File: src/rtl/reg_write_arbiter.sv
// reg_write_arbiter: four requesters compete for a small register bank.
// A two-state FSM (IDLE/WRITE) grants one requester per arbitration.
// It latches that requester's address and data, then commits the write on the next edge.
// Arbitration is round-robin from a rotating pointer.
// Optional feature macro: REG_WRITE_ARB_PRIO_EN.
// When it is defined, requester 0 has absolute priority.
// Requesters 1-3 then rotate among themselves.
module reg_write_arbiter #(
    parameter int DW = 8,
    parameter int AW = 2
) (
    input  logic            clk,
    input  logic            reset,
    input  logic [3:0]      req,
    input  logic [4*AW-1:0] wr_addr,
    input  logic [4*DW-1:0] wr_data,
    output logic [3:0]      gnt,
    output logic            busy,
    input  logic [AW-1:0]   rd_addr,
    output logic [DW-1:0]   rd_data
);

    localparam int NREG = 2**AW;

    typedef enum logic {
        IDLE  = 1'b0,
        WRITE = 1'b1
    } state_t;

    state_t          state_q, state_d;
    logic [1:0]      ptr_q, ptr_d;
    logic [1:0]      win_q, win_d;
    logic [AW-1:0]   addr_q, addr_d;
    logic [DW-1:0]   data_q, data_d;
    logic [3:0]      gnt_q, gnt_d;
    logic            busy_q, busy_d;
    logic            bank_we;
    logic [DW-1:0]   bank_q [NREG];

    logic            found;
    logic [1:0]      win_sel;

    // Pick the first requesting index, searching upward from ptr and wrapping 3->0.
    always_comb begin
        logic [1:0] idx;
        found   = 1'b0;
        win_sel = ptr_q;
        idx     = ptr_q;
        for (int k = 0; k < 4; k++) begin
            idx = ptr_q + 2'(k);
`ifdef REG_WRITE_ARB_PRIO_EN
            // Requester 0 is handled separately below, so the rotation skips it.
            if (!found && idx != 2'd0 && req[idx]) begin
`else
            if (!found && req[idx]) begin
`endif
                found   = 1'b1;
                win_sel = idx;
            end
        end
`ifdef REG_WRITE_ARB_PRIO_EN
        if (req[0]) begin
            found   = 1'b1;
            win_sel = 2'd0;
        end
`endif
    end

    // Next state: IDLE latches a winner, and WRITE commits it and always returns to IDLE.
    always_comb begin
        state_d = state_q;
        ptr_d   = ptr_q;
        win_d   = win_q;
        addr_d  = addr_q;
        data_d  = data_q;
        gnt_d   = 4'b0000;
        busy_d  = 1'b0;
        bank_we = 1'b0;
        case (state_q)
            IDLE: begin
                if (found) begin
                    win_d   = win_sel;
                    addr_d  = wr_addr[win_sel*AW +: AW];
                    data_d  = wr_data[win_sel*DW +: DW];
                    gnt_d   = 4'b0001 << win_sel;
                    busy_d  = 1'b1;
                    state_d = WRITE;
                end
            end
            WRITE: begin
                // The held values are committed regardless of what req is doing now.
                bank_we = 1'b1;
                state_d = IDLE;
`ifdef REG_WRITE_ARB_PRIO_EN
                // A requester-0 grant must not disturb the rotation among 1-3.
                if (win_q != 2'd0) begin
                    ptr_d = win_q + 2'd1;
                end
`else
                ptr_d = win_q + 2'd1;
`endif
            end
            default: begin
                state_d = IDLE;
            end
        endcase
    end

    // Control and holding registers; reset clears everything and aborts any pending write.
    always_ff @(posedge clk) begin
        if (!reset) begin
            state_q <= IDLE;
            ptr_q   <= 2'd0;
            win_q   <= 2'd0;
            addr_q  <= '0;
            data_q  <= '0;
            gnt_q   <= 4'b0000;
            busy_q  <= 1'b0;
        end else begin
            state_q <= state_d;
            ptr_q   <= ptr_d;
            win_q   <= win_d;
            addr_q  <= addr_d;
            data_q  <= data_d;
            gnt_q   <= gnt_d;
            busy_q  <= busy_d;
        end
    end

    // One register per bank entry, written only in the WRITE state at the held address.
    for (genvar gi = 0; gi < NREG; gi++) begin : g_bank
        always_ff @(posedge clk) begin
            if (!reset) begin
                bank_q[gi] <= '0;
            end else if (bank_we && addr_q == AW'(gi)) begin
                bank_q[gi] <= data_q;
            end
        end
    end

    assign gnt     = gnt_q;
    assign busy    = busy_q;
    assign rd_data = bank_q[rd_addr];

endmodule

File: config.mk
export PLATFORM = sky130hd
export DESIGN_NAME = reg_write_arbiter
export DESIGN_NICKNAME = d
export VERILOG_FILES = /design/src/rtl/reg_write_arbiter.sv
export SDC_FILE = /design/constraint.sdc
export NUM_CORES = 1
export LEC_CHECK = 0
export CAP_MARGIN = 5
export CORE_ASPECT_RATIO = 1.2
export CORE_MARGIN = 2
export CORE_UTILIZATION = 46
export CTS_BUF_LIST = sky130_fd_sc_hd__clkbuf_4
export DETAILED_ROUTE_END_ITERATION = 8
export GPL_TIMING_DRIVEN = 0
export PLACE_DENSITY_LB_ADDON = 0.1
export SYNTH_ARGS = -nofsm -noshare
export SYNTH_HDL_FRONTEND = slang
export SYNTH_SLANG_ARGS = --single-unit
File: constraint.sdc
create_clock -name clk -period 1.65 [get_ports clk]
set_input_delay 0.2475 -clock clk [delete_from_list [all_inputs] [get_ports clk]]
set_output_delay 0.2475 -clock clk [all_outputs]
set_load 0.005 [all_outputs]
==> impl_metrics.ini, run 1 <==
[critical_path]
critPathLaunch = bank_q[0][2]
cp_max_fo = 1
critPathKind = reg -> out
reg2reg_depth = 6
cp-end-kind = output port
crit_arrival_ps = 1410
rr_endpoint = data_q[3]
startpoint_type = flop
required_ps = 1400
worstReg2RegStart = ptr_q[0]
endpoint = rd_data[2]
r2r_slack_ps = 90

[run_status]
violations = negative setup slack
outcome = complete, but fails checks

[layout]
finalNetCount = 303
fin_util_pct = 63.7
drive_gt1_share_pct = 20.3
final_cell_count_no_fill = 316
diodes = 0
area_growth_pct = 31.9
final_area_um2 = 3170

[timing]
tightest_slew_ps = 522
relSlewSlack_pct = 65.2
rsz0062_at_grt = true
finalMaxSlewViolations = 0
finalCriticalPeriod_ps = 1660
fin_skew_ps = 17.6
layout_setup_ws_ps = -6.59
min_period_over_period_pct = 100
finalHoldViolations = 0
finalSetupViolCount = 1
fmax_ghz = 0.604
hold_slack_ps = 508

[clocking]
htree_levels = 2
numCtsBuffers = 5
cts-root-buf = clkbuf_4
clk_pin_slew_ps = 160
clock-sinks = 51
cts_buffer_depth = 2
clk_latency_ps = 370
cts_tree = built
cts_hold_buf = 0

[grt]
grt_util_all_layers_pct = 19.0
met2_usage_pct = 32.4
grt_pass1_wl_mm = 8.63
grt.busiest_layer = met2
use_met1_pct = 24.5
grt_pass1_vias = 1752
overflow = 0
use_met3_pct = 4.13
grt_start_max_net_pins = 17
antenna_found_initial = 0

[floorplanning]
initial_utilization_pct = 48.3
dieArea_um2 = 5820
core-area_um2 = 4970
die_w_um = 70.0
die_h_um = 83.1
io_pins = 61
rows = 28

[detailed_routing]
via_per_inst = 5.20
dr.pass1.iters = 4
vias = 1643
drt-total-wl_mm = 5.15
wl_per_cell_um = 16.3
drc_errors = 0
dr.first_iter.drc_count = 154
ant_nets = 0

[placement]
gp_congestion = 0.839
dp_cells = 305
dpl_cell_area_um2 = 3060
post-place-ws_ps = -490
dp.final_hpwl_mm = 3.70
io_buffers = 58

[logic_synthesis]
synthesis.area_um2 = 2400
synth_top_area_share_pct = 40.0
ys_warn_count = 0
synthDistinctLibCells = 33
yosys.area.top_type = edfxtp_1
synth_area_leaders = edfxtp_1, dfxtp_1, mux2i_1, and2_1, mux4_2
synth_edf_count = 32
synth.ff_latch_count = 51
syn_nets = 235
synthArstFlopShare_pct = 0
synthCells = 187
yosysSeqAreaShare_pct = 55.9
synth_flop_cell = edfxtp_1
yosysMostFrequentCell = and2_1
syn_avg_cell_area_um2 = 12.8
ys_top_cells_by_count = and2_1, edfxtp_1, mux2i_1

[power]
max-vdd-ir-drop_mv = 0.498
leakagePower_nw = 1.23
p_per_area_nw_per_um2 = 881

[flow_run]
max-cap-violations = 0

[worst_hold_path]
hold_class = in -> reg
-- worst max-delay path: stages (launching register included) --
cell and delay [ps]:
edfxtp_1 420, mux4_2 480, buf_2 140
-- per-stage QoR --
stage / setup TNS, ps / power, mW
floorplan: 0 / 1.83
global route: -315 / 2.92
CTS: -59.0 / 2.80
global placement: -26810 / 2.07
detailed placement: -30150 / 2.09
finish: -6.59 / 2.79
-- where the power goes --
group	leakage (nW)	switching [mW]	internal, mW
logic	0.695	0.229	0.301
clock network	0.0452	0.409	0.320
registers	0.491	0.0682	1.46
total	1.23	0.706	2.08
-- metal layers --
metal | wire length [um] | vias to the layer above
li1 | - | 823
met1 | 2190 | 760
met2 | 2680 | 56
met3 | 238 | 4
met4 | 43 | 0
met5 | 0 | -
-- how the worst min path moves through the flow --
stage                      to  slack, ps  depth (start not counted)      start
finish                state_q        510                          4     req[0]
floorplan             state_q        420                          1      reset
global placement    data_q[3]        500                          2  data_q[3]
detailed placement  addr_q[0]        500                          2  addr_q[0]
CTS                   state_q        530                          2      reset
global route          state_q        530                          4     req[0]
-- placed cells by master (no fill, tap or decap), drive strengths merged --
cell / count
o221ai: 10
a21oi: 3
clkbuf: 7
buf: 17
mux4: 8
nor2b: 3
o31ai: 1
o221a: 1
nand2: 15
dfxtp: 19
o211a: 1
inv: 4
and2: 34
clkdlybuf4s50: 48
nand2b: 2
xnor2: 1
and2b: 2
nor2: 10
dlymetal6s2s: 2
a21o: 1
edfxtp: 32
bufinv: 1
nand3b: 1
mux2i: 23
o21ai: 7
or2: 1
clkinv: 2
-- registers in the layout, summed over array words and instances, names as in the netlist --
signal,flops
addr_q,2
bank_q,32
data_q,8
gnt,4
ptr_q,2
state_q,1
win_q,2
-- area by class of cell --
class	instances	area, um2
clock buffer	5	37.5
tap	60	75.1
sequential	51	1340
inverter	4	15.0
clock inverter	3	43.8
buffer	8	68.8
multi-input combinational	124	1010
timing repair buffer	61	568
fill	420	1810
-- cells by family after synthesis --
family,share of synthesized area (%)
and+or+nand+nor,15.4
AOI/OAI and AO/OA,7.92
muxes,17.1
buffers and inverters,3.33
xor gates and xnor gates,0.365
DFF,55.9
-- timing repair --
item                                    CTS  global route
buffers inserted                          3             0
endpoints found under the setup margin   48            30
resized for setup                        44            10
pin swaps                                 2             1
Power figures use the tool's default switching activity.
==> inputs of run 2 (changes only) <==
--- a/config.mk
+++ b/config.mk
@@ -8,7 +8,7 @@
 export CAP_MARGIN = 5
 export CORE_ASPECT_RATIO = 1.2
 export CORE_MARGIN = 2
-export CORE_UTILIZATION = 46
+export CORE_UTILIZATION = 40
 export CTS_BUF_LIST = sky130_fd_sc_hd__clkbuf_4
 export DETAILED_ROUTE_END_ITERATION = 8
 export GPL_TIMING_DRIVEN = 0
==> impl_metrics.ini, run 2 (synthesized netlist as in run 1, its figures left out) <==
[critical_path]
critPathKind = reg -> out
startpoint_type = flop
crit_arrival_ps = 1390
reg2reg_depth = 6
required_ps = 1400
cpPeakStageDelay_ps = 460
path_cells = mux4_2, buf_2
cpMaxStageDelayCell = mux4_2
r2r_slack_ps = 120
cp-end-kind = output port
rr_endpoint = data_q[1]
cp_max_fo = 1
worstReg2RegStart = ptr_q[1]

[timing]
finalCriticalPeriod_ps = 1640
min_period_over_period_pct = 99.4
finalSetupViolCount = 0
fin_skew_ps = 11.2
tightest_slew_ps = 523
finalHoldViolations = 0
fmax_ghz = 0.610
relSlewSlack_pct = 65.2
hold_slack_ps = 524
layout_setup_ws_ps = 10.2
fin_setup_tns_ps = 0
finalMaxSlewViolations = 0
rsz0062_at_grt = true

[placement]
io_buffers = 58
gp_congestion = 0.712
post-place-ws_ps = -437
dpl_cell_area_um2 = 3090
dp_cells = 326
dp.final_hpwl_mm = 3.60

[run_status]
outcome = completed

[detailed_routing]
ant_nets = 0
dr.pass1.iters = 4
via_per_inst = 4.93
drt-total-wl_mm = 4.99
dr.first_iter.drc_count = 76
wl_per_cell_um = 14.8
vias = 1661
drc_errors = 0

[grt]
antenna_found_initial = 0
overflow = 0
grt_start_max_net_pins = 17
grt_pass1_wl_mm = 8.16
grt_pass1_vias = 1662
grt_util_all_layers_pct = 16.7

[power]
pwr-share-clk_pct = 21.8
seq_power_share_pct = 58.0
sw_frac_of_total_pct = 26.7
power_frac_comb_pct = 20.2
p_int_mw = 1.93
p_per_area_nw_per_um2 = 828
p_total_mw = 2.63
max-vdd-ir-drop_mv = 0.405
leakagePower_nw = 1.21
p_sw_mw = 0.704

[layout]
fillers = 506
final_area_um2 = 3180
fin_util_pct = 55.3
finalNetCount = 304
final_cell_count_no_fill = 337
layout_commonest_cell = clkdlybuf4s50_1
diodes = 0
final_cell_mix = clkdlybuf4s50_1, and2_1, edfxtp_1
largest_register_ffs = 32
area_growth_pct = 32.4
drive_gt1_share_pct = 19.8
largest-register = bank_q

[floorplanning]
rows = 30
die_h_um = 88.9
io_pins = 61
die_w_um = 74.7
core-area_um2 = 5740
dieArea_um2 = 6640
initial_utilization_pct = 41.8

[clocking]
cts-root-buf = clkbuf_4
clk_latency_ps = 390
cts_tree = built
clk_pin_slew_ps = 160
numCtsBuffers = 5
cts_buffer_depth = 2
clock-sinks = 51
htree_levels = 2

[worst_hold_path]
whs_endpoint = addr_q[0]
min_from = addr_q[0]
hold_class = reg -> reg
hold_depth = 2

[flow_run]
max-cap-violations = 0
[run 2: power groups by stage]
stage | clock network (mW) | logic, mW | registers, mW
finish | 0.574 | 0.532 | 1.53
global route | 0.632 | 0.584 | 1.54
CTS | 0.587 | 0.523 | 1.53
detailed placement | 0 | 0.528 | 1.56
global placement | 0 | 0.523 | 1.55
floorplan | 0 | 0.295 | 1.53
[run 2: what timing repair did]
action                     in CTS  in global routing
hold buffers                    0                  0
setup endpoints to repair      45                 32
hold endpoints to repair        0                  0
gates resized for setup        42                  9
buffers inserted                1                  2
pin swaps                       1                  1
[run 2: worst max-delay path by stage]
stage	startpoint	end	slack, ps
6_report	bank_q[2][2]	rd_data[2]	10
3_3_place_gp	state_q	bank_q[1][3]	-440
5_1_grt	bank_q[2][7]	rd_data[7]	-50
2_1_floorplan	state_q	bank_q[2][0]	60
4_1_cts	reset	bank_q[0][4]	-10
3_5_place_dp	req[3]	data_q[5]	-440
[run 2: final cells by class]
type                       count  area (um2)  share of cell area (%)
buffer                         8        67.6                    2.13
clock buffer                   5        37.5                    1.18
clock inverter                 3        20.0                   0.630
inverter                       4        15.0                   0.472
multi-input combinational    124        1020                    32.2
sequential                    51        1340                    42.2
tap                           80         100                    3.15
timing repair buffer          62         571                    18.0
[run 2: critical path, delay by kind of cell, from the launching register on]
family / cells / cell delay [ps]
flops: 1 / 410
buf+inv: 1 / 140
mux: 1 / 460
[run 2: per-layer routing]
layer,GRT usage [%],vias to the layer above,wire length (um)
met3,3.64,8,225
li1,-,824,-
met4,5.84,0,74
met1,22.1,777,2270
met2,27.1,52,2420
met5,0,-,0
